--- src/rtl/shift_sequencer.sv ---
// ============================================================================
// Module   : shift_sequencer
// Purpose  : Multi-cycle shift controller. It iterates a single-position 32-bit
//            logical shifter cell once per clock to shift by 0-31 positions.
//            Optional macro SHIFT_SEQ_ROTATE_EN adds the rotate port.
// Revision : 1.0 - initial release
// ============================================================================
`default_nettype none

module shift_sequencer #(
    parameter int DATA_W = 32,
    parameter int AMT_W  = 5
) (
    input  logic              clk,
    input  logic              rst,
    input  logic              start,
    input  logic [DATA_W-1:0] data_in,
    input  logic [AMT_W-1:0]  amt,
    input  logic              dir,
`ifdef SHIFT_SEQ_ROTATE_EN
    input  logic              rotate,
`endif
    output logic              busy,
    output logic              done,
    output logic [DATA_W-1:0] result
);

    localparam logic [1:0] c_idle  = 2'd0;
    localparam logic [1:0] c_shift = 2'd1;
    localparam logic [1:0] c_done  = 2'd2;

    localparam logic [AMT_W-1:0] c_cnt_one = AMT_W'(1);

    logic [1:0]        r_state;
    logic [1:0]        w_state_nxt;
    logic [AMT_W-1:0]  r_cnt;
    logic [DATA_W-1:0] r_sreg;
    logic              r_dir;
    logic [DATA_W-1:0] w_cell_s;
    logic [DATA_W-1:0] w_sreg_nxt;

    // Single-position shifter cell: C=1 left, C=0 right, vacated bit is 0.
    assign w_cell_s = r_dir ? {r_sreg[DATA_W-2:0], 1'b0}
                            : {1'b0, r_sreg[DATA_W-1:1]};

`ifdef SHIFT_SEQ_ROTATE_EN
    logic r_rot;

    always_ff @(posedge clk) begin
        if (rst) begin
            r_rot <= 1'b0;
        end else if (r_state == c_idle && start) begin
            r_rot <= rotate;
        end
    end

    // Rotation feeds the evicted bit back into the freshly vacated position.
    always_comb begin
        w_sreg_nxt = w_cell_s;
        if (r_rot) begin
            if (r_dir) begin
                w_sreg_nxt[0] = w_cell_s[0] | r_sreg[DATA_W-1];
            end else begin
                w_sreg_nxt[DATA_W-1] = w_cell_s[DATA_W-1] | r_sreg[0];
            end
        end
    end
`else
    assign w_sreg_nxt = w_cell_s;
`endif

    always_ff @(posedge clk) begin
        if (rst) begin
            r_state <= c_idle;
        end else begin
            r_state <= w_state_nxt;
        end
    end

    always_comb begin
        w_state_nxt = r_state;
        case (r_state)
            c_idle: begin
                if (start) begin
                    w_state_nxt = (amt == '0) ? c_done : c_shift;
                end
            end
            c_shift: begin
                if (r_cnt == c_cnt_one) begin
                    w_state_nxt = c_done;
                end
            end
            c_done:  w_state_nxt = c_idle;
            default: w_state_nxt = c_idle;
        endcase
    end

    always_comb begin
        busy = (r_state != c_idle);
        done = (r_state == c_done);
    end

    always_ff @(posedge clk) begin
        if (rst) begin
            r_sreg <= '0;
            r_cnt  <= '0;
            r_dir  <= 1'b0;
        end else begin
            case (r_state)
                c_idle: begin
                    if (start) begin
                        r_sreg <= data_in;
                        r_cnt  <= amt;
                        r_dir  <= dir;
                    end
                end
                c_shift: begin
                    r_sreg <= w_sreg_nxt;
                    r_cnt  <= r_cnt - c_cnt_one;
                end
                default: ;
            endcase
        end
    end

    assign result = r_sreg;

endmodule

`default_nettype wire

--- config.mk ---
export PLATFORM = sky130hd
export DESIGN_NAME = shift_sequencer
export DESIGN_NICKNAME = d
export VERILOG_FILES = /design/src/rtl/shift_sequencer.sv
export SDC_FILE = /design/constraint.sdc
export NUM_CORES = 1
export LEC_CHECK = 0
export BUFFER_PORTS_ARGS = -buffer_cell sky130_fd_sc_hd__buf_2
export CAP_MARGIN = 15
export CORE_MARGIN = 2
export CORE_UTILIZATION = 40
export CTS_CLUSTER_DIAMETER = 30
export DETAILED_ROUTE_END_ITERATION = 7
export SLEW_MARGIN = 20
export SYNTH_ARGS = -nofsm -noshare
export SYNTH_HDL_FRONTEND = slang
export SYNTH_SLANG_ARGS = --single-unit
--- constraint.sdc ---
create_clock -name clk -period 3.1 [get_ports clk]
set_clock_uncertainty 0.05 [all_clocks]
set_input_delay 0.155 -clock clk [delete_from_list [all_inputs] [get_ports clk]]
set_output_delay 0.155 -clock clk [all_outputs]
set_load 0.02 [all_outputs]
==> key figures <==
Layout
  – Layout cells sized above 1: 0.510
  – Fill cell count: just under 600
  – Area of the multi-input gates: roughly 1500 um2
  – P&R area growth vs syn: 16.6%
  – Post-route insts no fill: roughly 380
  – N_diodes: 0
  – Post-layout nets: roughly 340
  – Register area: between 800 and 900 um2

Logic synthesis
  – Register area share after synthesis: 0.320
  – Avg Cell Area, Syn: 10.6 um2
  – Synth top cells by count: dfxtp_1 (40), nor2_1 (35), o21ai_0 (35)
  – Warnings from Yosys: 0
  – Largest family of logic cells by synthesized area: compound AO/OA/AOI/OAI gates
  – Adder-cell share of the synthesized area: 0.0100
  – Prevailing post-synth register cell: dfxtp_1
  – Post-Syn Area: approximately 2500 um2
  – Post-synth ARST share: 0
  – Post-synth top area share: 0.320
  – Post-synthesis compound-gate area fraction: 0.305
  – Multiplexer area fraction after synthesis: 0.180
  – Simple-gate share of the synthesized area: 0.100
  – Area leader, netlist: dfxtp_1
  – Cells after Synth: between 200 and 250
  – Register bit total from synthesis: 40
  – Post-synthesis xor/xnor area fraction: 0.00350
  – Synth cell types: 40
  – Post-synth EDFFs: 0
  – Count leader, synth: dfxtp_1
  – Cells taking the most area after synthesis: dfxtp_1 (32%), a221oi_2 (17%), mux2_4 (16%)
  – Synth Net Count: 280

Worst setup path
  – CP endpoint kind: flip-flop
  – Crit path cell chain: buf_4 > mux2_4 > a221oi_2 > nor2_1
  – RR Endpoint: result[17]
  – Crit-path slowest cell: dfxtp_2
  – Crit path kind: flip-flop to flip-flop
  – Critical path fanouts, max: 25
  – RR Startpoint: r_dir
  – Reg2reg setup slack: between 1000 and 1500 ps
  – R2R depth: 4
  – Critical Path AT: around 2100 ps
  – Critical Path Start Type: flip-flop
  – CP max stage delay: slightly above 800 ps
  – Req. time, crit path: 3240 ps

STA
  – Slew Viols, Final: 0
  – Final Critical Period: about 1900 ps
  – Rel. slew slack: 0.369
  – Setup TNS: 0 ps
  – Peak Freq: between 500 and 600 MHz
  – Final-report setup violation count: 0
  – RSZ-0062 raised after global routing: false
  – Measured slew at the worst slew-check pin: between 900 and 1000 ps
  – Setup ws final: around 1200 ps
  – Final hold vios: 0
  – Period utilization: 0.627

Power and ir drop
  – Sw frac: 0.367
  – Pwr/cell area: between 500 and 600 nW/um2
  – Sw power: about 0.00057 W
  – Sequential power share: 0.427
  – Clk pwr share: 0.221
  – Cell internal pwr: between 0.0009 and 0.001 W
  – Static leakage: ~1.3 nW
  – Comb pwr share: 0.352
  – Worst vdd ir: roughly 0.17 mV

Detailed routing
  – Drt pass-1 iters: 4
  – Wire per inst: about 17 um
  – Via/cell ratio: about 5.5
  – Initial DRC count: 155
  – Post-route DRC violation count: 0
  – Total Wirelength: 6220 um
  – Routed Antenna Nets: 0
  – Vias: between 2000 and 2500

Placed design
  – Post-place setup slack: about 1200 ps
  – Hpwl dp: a little over 4000 um
  – Port bufs: 74
  – Inst Count DP: around 370
  – Final Wtd Congestion: approximately 0.79

Clock tree
  – Clock Latency Late Sink: about 300 ps
  – CTS Sinks: 40
  – Clock tree buffer depth: 2
  – CTS clock-pin slew for the worst setup and hold paths: 80 ps
  – Hold Buf Count CTS: 0
  – Post-CTS sizing: 0
  – CTS buffer count: 5
  – H-tree levels: 2
  – Root buf cell: clkbuf_8
  – Post-CTS Setup Inserts: 0
  – CTS tree: done

Hold path
  – Hold path start: dir
  – HP Class: input port to flip-flop
  – WHS Path Cells: 3
  – Worst hold endpoint: r_dir

GRT
  – Initial antenna violation count: 0
  – Largest net degree at the start of global routing: 36
  – First-pass GRT wire length: approximately 10000 um
  – Total track usage: 0.180
  – Vias in the first global route: 2009
  – Total gr overflow: 0

Floorplan
  – Die area: 6900 um2
  – Core area: around 6000 um2
  – # IOs: 75
  – Die Y-Extent: 83.1 um
  – DIE WIDTH: around 83 um
  – Std-Cell Rows: 28
  – Initial Util: 0.418

Outcome
  – Status: completed

Flow run
  – Number of max-cap violations: 0
-- worst max-delay path by stage --
stage,start,end
floorplan,r_cnt[0],r_cnt[4]
global placement,r_dir,result[16]
detailed placement,r_dir,result[17]
CTS,r_dir,result[17]
global route,r_dir,result[17]
finish,r_dir,result[17]
-- flip-flops by register name (all words and copies together), names as in the netlist --
register / flops
result: 32
r_cnt: 5
r_state: 2
r_dir: 1
-- cell usage in the layout (no fill, tap or decap), drive strengths merged, types with 2 or more instances in the layout --
| cell | count |
|---|---|
| a211oi | 2 |
| a21oi | 2 |
| a221oi | 31 |
| buf | 79 |
| clkbuf | 5 |
| dfxtp | 40 |
| ha | 2 |
| inv | 5 |
| mux2 | 30 |
| nand2 | 2 |
| nand2b | 2 |
| nor2 | 35 |
| nor2b | 5 |
| nor3 | 2 |
| nor3b | 3 |
| o21ai | 35 |
| o221a | 2 |
-- cell families (layout without fill, tap and decap cells) --
group	Yosys count	count (layout)
xor gates and xnor gates	1	1
buffers and inverters	28	91
muxes	31	31
adders and majority gates	2	2
DFF	40	40
and+or+nand+nor	54	54
AOI/OAI and AO/OA	81	81
-- worst max-delay path, delay by kind of cell (launching register included) --
family	cells	cell delay [ps]
flip-flops	1	820
buffers and inverters	1	350
multiplexers	1	320
AO/OA/AOI/OAI	1	240
AND/OR/NAND/NOR	1	70
-- power groups by stage --
stage / clock network (W) / registers [W] / logic [W]
2_1_floorplan: 0 / 0.000704 / 0.000384
3_3_place_gp: 0 / 0.000676 / 0.000544
3_5_place_dp: 0 / 0.000675 / 0.000549
4_1_cts: 0.000351 / 0.000664 / 0.000551
5_1_grt: 0.000375 / 0.000676 / 0.000595
6_report: 0.000344 / 0.000665 / 0.000548
-- final cells by class --
class                   instances  share of cell area
inverters                       5             0.00644
clock inverters                 2             0.00429
multi-input cells             169               0.518
repair buffers                 79               0.140
well taps                      75              0.0322
clock buffers                   5              0.0236
flip-flops and latches         40               0.275
-- metrics by stage --
stage                     hold slack, ps  instance area (um2)   util  power [W]
final                               63.7                 2920  0.487    0.00156
after global placement               364                 2830  0.473    0.00122
after CTS                           55.6                 2920  0.487    0.00157
after floorplan                      174                 2500      -    0.00109
after detailed placement             363                 2830  0.473    0.00122
after global routing                64.6                 2920  0.487    0.00165
-- layer usage --
layer	wire length (um)	up-vias	part of all wire	global-route usage
li1	-	1013	-	-
met1	2980	1010	0.48	0.245
met2	2850	49	0.46	0.280
met3	286	9	0.046	0.0437
met4	100	0	0.016	0.0596
met5	0	-	0	0
No activity file was read; power rests on OpenSTA's default activity.
